**src/rtl/reg_wb_target_pkg.sv**
```systemverilog
// reg_wb_target_pkg: shared bus constants, register map and helper functions
package reg_wb_target_pkg;
  localparam int SYS_CLOCK_MHZ = 64;
  localparam int WB_ADDR_WIDTH = 20;
  localparam int DATA_WIDTH = 8;
  localparam logic [2:0] WB_REG_PREFIX = 3'b010;
  localparam int REG_ADDR_WIDTH = 1;
  localparam int REG_COUNT = 1;
  localparam logic [REG_ADDR_WIDTH-1:0] REG_CPU = '0;
  localparam int REG_CPU_READY_BIT = 0;
  localparam int REG_CPU_RESET_BIT = 1;
  localparam int REG_CPU_RESET_ACTIVE_BIT = 2;
  localparam int RESET_HOLD_NS_DEF = 1000;
  typedef struct packed {
    logic ready;
    logic reset;
  } reg_cpu_t;
  function automatic int ns_to_cycles(input int ns);
    return ns * SYS_CLOCK_MHZ / 1000;
  endfunction
  function automatic int bit_width(input int v);
    return $clog2(v + 1);
  endfunction
endpackage

```
**src/rtl/reg_wb_target_reset_stretch.sv**
```systemverilog
// reset_stretch: holds out high while trig is set and for CYCLES cycles after it clears
module reset_stretch #(
  parameter int CYCLES = 64,
  parameter int WIDTH = $clog2(CYCLES + 1)
) (
  input  logic clk,
  input  logic rst,
  input  logic trig,
  output logic out
);
  logic [WIDTH-1:0] cnt;
  // reload while triggered, otherwise count down to zero and stop there
  always_ff @(posedge clk or posedge rst)
    if (rst) begin
      cnt <= WIDTH'(CYCLES);
      out <= 1'b1;
    end else begin
      cnt <= trig ? WIDTH'(CYCLES) : (cnt != '0) ? cnt - WIDTH'(1) : cnt;
      out <= trig | (cnt != '0);
    end
endmodule

```
**src/rtl/reg_wb_target.sv**
```systemverilog
// reg_wb_target: Wishbone register target hosting the CPU ready/reset control register
module reg_wb_target
  import reg_wb_target_pkg::*;
#(
  parameter int RESET_HOLD_NS = RESET_HOLD_NS_DEF,
  parameter int HOLD_WIDTH = bit_width(ns_to_cycles(RESET_HOLD_NS))
) (
  input  logic                     clock_i,
  input  logic                     reset_i,
  input  logic [WB_ADDR_WIDTH-1:0] wb_adr_i,
  input  logic [DATA_WIDTH-1:0]    wb_dat_i,
  output logic [DATA_WIDTH-1:0]    wb_dat_o,
  input  logic                     wb_we_i,
  input  logic                     wb_cyc_i,
  input  logic                     wb_stb_i,
  output logic                     wb_stall_o,
  output logic                     wb_ack_o,
  output logic                     cpu_ready_o,
  output logic                     cpu_reset_o
);
  localparam int HOLD_CYCLES = ns_to_cycles(RESET_HOLD_NS);
  reg_cpu_t cpu;
  logic ack_q;
  logic accept;
  logic cpu_hit;
  logic [DATA_WIDTH-1:0] rd_data;
  logic unused_bits;
  assign unused_bits = ^{wb_adr_i[16:REG_ADDR_WIDTH], wb_dat_i[DATA_WIDTH-1:2]};
  // decode and read mux; upper index bits are don't-care so the region aliases
  always_comb begin
    accept = wb_cyc_i & wb_stb_i & (wb_adr_i[19:17] == WB_REG_PREFIX);
    cpu_hit = wb_adr_i[REG_ADDR_WIDTH-1:0] == REG_CPU;
    rd_data = cpu_hit ? {5'b0, cpu_reset_o, cpu.reset, cpu.ready} : '0;
  end
  // register file, ack and read data all update on the accept edge
  always_ff @(posedge clock_i or posedge reset_i)
    if (reset_i) begin
      cpu <= '{ready: 1'b0, reset: 1'b1};
      ack_q <= 1'b0;
      wb_dat_o <= '0;
    end else begin
      ack_q <= accept;
      if (accept) wb_dat_o <= rd_data;
      if (accept & wb_we_i & cpu_hit)
        cpu <= '{ready: wb_dat_i[REG_CPU_READY_BIT], reset: wb_dat_i[REG_CPU_RESET_BIT]};
    end
  reset_stretch #(.CYCLES(HOLD_CYCLES), .WIDTH(HOLD_WIDTH)) u_stretch (
    .clk(clock_i),
    .rst(reset_i),
    .trig(cpu.reset),
    .out(cpu_reset_o)
  );
  assign wb_ack_o = ack_q & wb_cyc_i;
  assign wb_stall_o = 1'b0;
  assign cpu_ready_o = cpu.ready & ~cpu_reset_o;
endmodule

```
**config.mk**
```make
export PLATFORM = sky130hd
export DESIGN_NAME = reg_wb_target
export DESIGN_NICKNAME = d
export VERILOG_FILES = /design/src/rtl/reg_wb_target_pkg.sv /design/src/rtl/reg_wb_target_reset_stretch.sv /design/src/rtl/reg_wb_target.sv
export SDC_FILE = /design/constraint.sdc
export NUM_CORES = 1
export LEC_CHECK = 0
export CORE_AREA = 2 2 51 53
export CTS_CLUSTER_DIAMETER = 150
export DETAILED_ROUTE_END_ITERATION = 8
export DIE_AREA = 0 0 53 55
export PLACE_DENSITY = 0.75
export SLEW_MARGIN = 20
export SYNTH_ARGS = -nofsm -noshare
export SYNTH_HDL_FRONTEND = slang
export SYNTH_SLANG_ARGS = --single-unit
```
**constraint.sdc**
```tcl
create_clock -name clock_i -period 1.77 [get_ports clock_i]
set_clock_uncertainty 0.05 [all_clocks]
set_input_delay 0.177 -clock clock_i [delete_from_list [all_inputs] [get_ports clock_i]]
set_output_delay 0.177 -clock clock_i [all_outputs]
set_load 0.02 [all_outputs]
```
==> metrics, run 1 <==
vias in the first global route=533; YS warnings=0; Total GRT Usage=between 10 and 15%; final worst-path cycle share=96.0%; Die Area=0.00292 mm^2; Final Worst Setup Slack=0.0706 ns; Slew headroom=64.4%; Worst EP arrival=1.82 ns; RSZ-0062 raised after global routing=no; Leakage=approximately 0.42 nW; fin area=1000 um^2; critical path endpoint category=flip-flop; post-synthesis instance total=67; Layout area overhead=33.8%; critical path type=reg2reg; CTS clock-pin slew for the worst setup and hold paths=0.09 ns; met3 WL=97 um; top layer in use=met4; CTS tree=built; GR Overflow Total=0; total CTS buffers=3; # IOs=45; Required @ worst endpoint=between 1.5 and 2 ns; Final Hold Viols=0; Final #Nets=124; fin util=42.3%; Avg Inst Size Synth=about 11 um^2; CTS Buffer Depth=2; register area share after synthesis=a little under half; H-tree lvl count=1; crit path cell chain=inv_2 > ha_4 > nor3b_4 > nor4b_4 > mux2_4; worst hold margin=between 0.15 and 0.2 ns; met2 WL=around 730 um; Met1 Wirelength=566 um; Starting Density=a little under a third; routed vias/inst=around 4.6; Overall Power=1.26 mW; core area=0.00236 mm^2; total wire length=roughly 1.4 mm; DIE HEIGHT=around 55 um; number of max-cap violations=0; number of port buffers=16; WL/cell=11.8 um; worst stage delay on the critical path=approximately 0.43 ns; post-layout min period=1.70 ns; Antenna Nets Post-Route=0; peak supply drop=0.750 mV; cell area after placement=930 um^2; initial antenna violation count=0; Crit-path slowest cell=dfrtp_1; DRT Pass-1 Iters=3; Root Driver=clkbuf_4; status=completed; synth unique cells=27; global-route wire length before repair=2.13 mm; CP Launch Type=flip-flop; Place WS=around 0.033 ns; Layout Cells excl Fill=roughly 120; largest net degree at the start of global routing=16; vias post-DR=545; post-synthesis cell area=about 750 um^2; Slew Viols, Final=0; Buf/Inv on CP=1; power per cell area=~1300 mW/mm^2; clock sink count=14; RePlAce Congestion=0.782; TNS Setup=0 ns; Die Wd=between 50 and 60 um; Least-Margin Pin Slew=0.533 ns; delay-heaviest family, CP=simple AND/OR/NAND/NOR gates; fmax=588 MHz; Remaining DRCs=0; final setup fails=0; ant diodes=0; CP Max Fanout=4; Synth Register Bits=14; DR iter-0 viols=5; row cnt=18; min-delay worst type=in2async; Detail Placement HPWL=1.04 mm; fraction of layout cells with a size suffix above 1=27.0%; # placed instances=around 110; Clock Latency Late Sink=0.28 ns
==> report_power, final <==
part	internal, mW	switching [mW]	leakage [nW]
Combinational	0.280	0.207	0.228
Sequential	0.426	0.118	0.172
Clock	0.125	0.103	0.0210
Total	0.831	0.428	0.421
==> timing repair <==
action | CTS | global route
resized for setup | 0 | 7
hold buffers | 0 | 0
setup endpoints to repair | 0 | 2
hold endpoints to repair | 0 | 0
setup buffers | 0 | 1
==> layout make-up <==
cell class | count | area [um^2]
Clock buffer | 4 | 36.3
Sequential cell | 14 | 354
Inverter | 4 | 15.0
Tap cell | 30 | 37.5
Timing Repair Buffer | 20 | 190
Multi-Input combinational cell | 47 | 367
Fill cell | 236 | 1370
==> synth_stat cells <==
cell,number,share of area (%)
nor3_1,2,1.3
nand2b_1,2,1.7
dfstp_2,3,11
nor2b_1,4,3.3
ha_1,1,1.7
nand3_1,1,0.67
or3_1,3,2.5
buf_6,1,1.5
a311o_1,1,1.3
nor4b_4,1,3.2
nand3b_1,1,1.0
nand2_1,3,1.5
nand4bb_1,1,1.5
nor4b_2,1,2.0
buf_4,6,6.0
dfrtp_1,11,37
and2_1,1,0.84
nor3b_2,1,1.7
nor2_1,5,2.5
mux2_2,7,11
a21o_1,1,1.0
xnor2_1,1,1.2
inv_1,4,2.0
o21ai_0,2,1.3
o22ai_1,1,0.84
conb_1,1,0.50
nor4_1,1,0.84
==> cell families after synthesis <==
group                    count (synthesis)  synth area share, %
adder cells (fa/ha/maj)                  1                 1.67
AO/OA/AOI/OAI                            5                 4.52
flip-flops                              14                 47.4
buffers and inverters                   11                 9.55
multiplexers                             7                 10.6
XOR/XNOR                                 1                 1.17
other                                    1                0.502
AND/OR/NAND/NOR                         27                 24.6
==> final timing paths <==
| path | cells after the start | startpoint | endpoint | slack [ns] |
|---|---|---|---|---|
| max | 5 | u_stretch.cnt[0] | u_stretch.cnt[1] | 0.07 |
| min | 2 | reset_i | cpu[1] | 0.17 |
| max reg2reg | 5 | u_stretch.cnt[0] | u_stretch.cnt[1] | 0.07 |
| min reg2reg | 1 | wb_dat_o[0] | wb_dat_o[0] | 0.47 |
| max in group asynchronous | 2 | reset_i | u_stretch.cnt[6] | 1.12 |
| min in group clock_i | 2 | wb_dat_i[0] | cpu[1] | 0.46 |
==> layout by cell type (no fill, tap or decap), drive strengths merged, types with 3 or more instances in the layout <==
cell type and instances:
clkdlybuf4s50 16, dfrtp 11, mux2 7, conb 6, nor2 5, nor2b 4
buf 4, clkbuf 4, inv 4, nand2 3, or3 3, dfstp 3
==> sequential cells by signal (all words and copies together), names as in the netlist <==
register / flops
ack_q: 1
cpu: 2
u_stretch.cnt: 7
u_stretch.out: 1
wb_dat_o: 3
==> per-layer routing <==
metal	up-vias	GRT usage, %
met4	0	5.13
met1	264	11.0
met5	-	0
li1	259	-
met3	2	2.69
met2	20	18.8
Note: power is estimated with default switching activity, not from simulation.
==> inputs of run 2 (changes only) <==
Settings changed: CTS_CLUSTER_DIAMETER 150 to 30, SLEW_MARGIN 20 to default.
==> results of run 2 <==
Same layout as run 1: the final DEF is identical, and so are final timing and power.
==> RTL edit, RTL diff (settings of run 2) <==
The package constant `REG_CPU` goes from '0 to 1.
--- a/src/rtl/reg_wb_target_pkg.sv
+++ b/src/rtl/reg_wb_target_pkg.sv
@@ -7,5 +7,5 @@
   localparam int REG_ADDR_WIDTH = 1;
   localparam int REG_COUNT = 1;
-  localparam logic [REG_ADDR_WIDTH-1:0] REG_CPU = '0;
+  localparam logic [REG_ADDR_WIDTH-1:0] REG_CPU = 1;
   localparam int REG_CPU_READY_BIT = 0;
   localparam int REG_CPU_RESET_BIT = 1;
Function: changed (a bounded check fails within 4 cycles, from zero or initial values and one cycle with reset_i high).
==> RTL edit against run 2 <==
The flow now finishes with violations (negative setup slack). Routed wire length is 16% higher. Critical path depth stayed put. Final area is 4.4% higher. Final cell count is 10% higher. Area after synthesis is 1.7% lower. Setup slack worse by 0.088 ns. Total power is 14% higher. Synthesized cell count is 6.0% higher. Sequential cell count stayed put. Largest cell class is now registers. Largest power group is now combinational cells.
==> RTL edit: results <==
group,metric,value,unit
yosys,netlist_instances,71,
global_routing,use_met3,2.42,%
placement,dp.cells,122,
global_routing,grt_pass1_vias,611,
timing,setup_viol,2,
route,wl_per_cell,12.4,µm
cts,clkTransAtPathRegs,0.08,ns
worst_setup_path,path_max_fanout,3,
worst_setup_path,slowest_delay,0.48,ns
worst_setup_path,slowest_stage,"or4b_4",
placement,placed_area,957,µm²
worst_setup_path,critical_path_arrival,1.91,ns
global_routing,groute.layer.met1.usage,14.3,%
outcome,status,"complete, but fails checks",
worst_setup_path,reg2reg_from,"u_stretch.cnt[1]",
worst_setup_path,rr_endpoint,"u_stretch.cnt[0]",
route,route.met3.wl,110,µm
yosys,synthTopCellsByArea,"dfrtp_1, dfstp_2, buf_4",
placement,post-place-ws,-0.0469,ns
placement,io_buffers,16,
timing,tightest_slew,0.523,ns
power,leakagePower,0.000455,µW
route,firstDrtPassIters,4,
cts,post_cts_buffers,4,
global_routing,gr-usage-all-layers,12.7,%
global_routing,grt_max_degree,15,
outcome,violations,"negative setup slack",
cts,cts_root_buf,"clkbuf_4",
timing,tns,-0.0343,ns
power,ir_drop,0.000703,V
route,wl_met1,648,µm
route,dr_wl_met2,854,µm
route,vias_per_cell,4.65,
global_routing,met2_usage,23.8,%
timing,worst_slack,-0.0179,ns
placement,place_congestion,0.774,
placement,hpwlAfterDp,1.13,mm
layout,drive_gt1_share,28.7,%
RTL edit: cell count changes after synthesis, moves of 2 or more:
cell     change
inv_1        +4
mux2i_1      +3
nand2_1      +3
nor2b_1      -3
or3_1        -2
mux2_2       -3
RTL edit: cells by family after synthesis:
logic type               after synthesis  share of synthesized area [%]
AO/OA/AOI/OAI                          8                           7.50
XOR/XNOR                               1                           1.19
adder cells (fa/ha/maj)                1                           1.70
buffers and inverters                 15                           10.7
flip-flops                            14                           48.2
multiplexers                           7                           10.2
other                                  1                          0.511
AND/OR/NAND/NOR                       24                           19.9
RTL edit: area by class of cell:
cell class,count,area [µm²]
inverter,8,30.0
timing repair buffer,28,250
tap,30,37.5
multi-input combinational,47,345
clock buffer,4,26.3
sequential,14,354
fill,226,1320
RTL edit: power by group:
| part | switching [µW] | internal (µW) |
|---|---|---|
| sequential | 114 | 435 |
| clock | 102 | 87.3 |
| combinational | 292 | 403 |
| total | 509 | 926 |
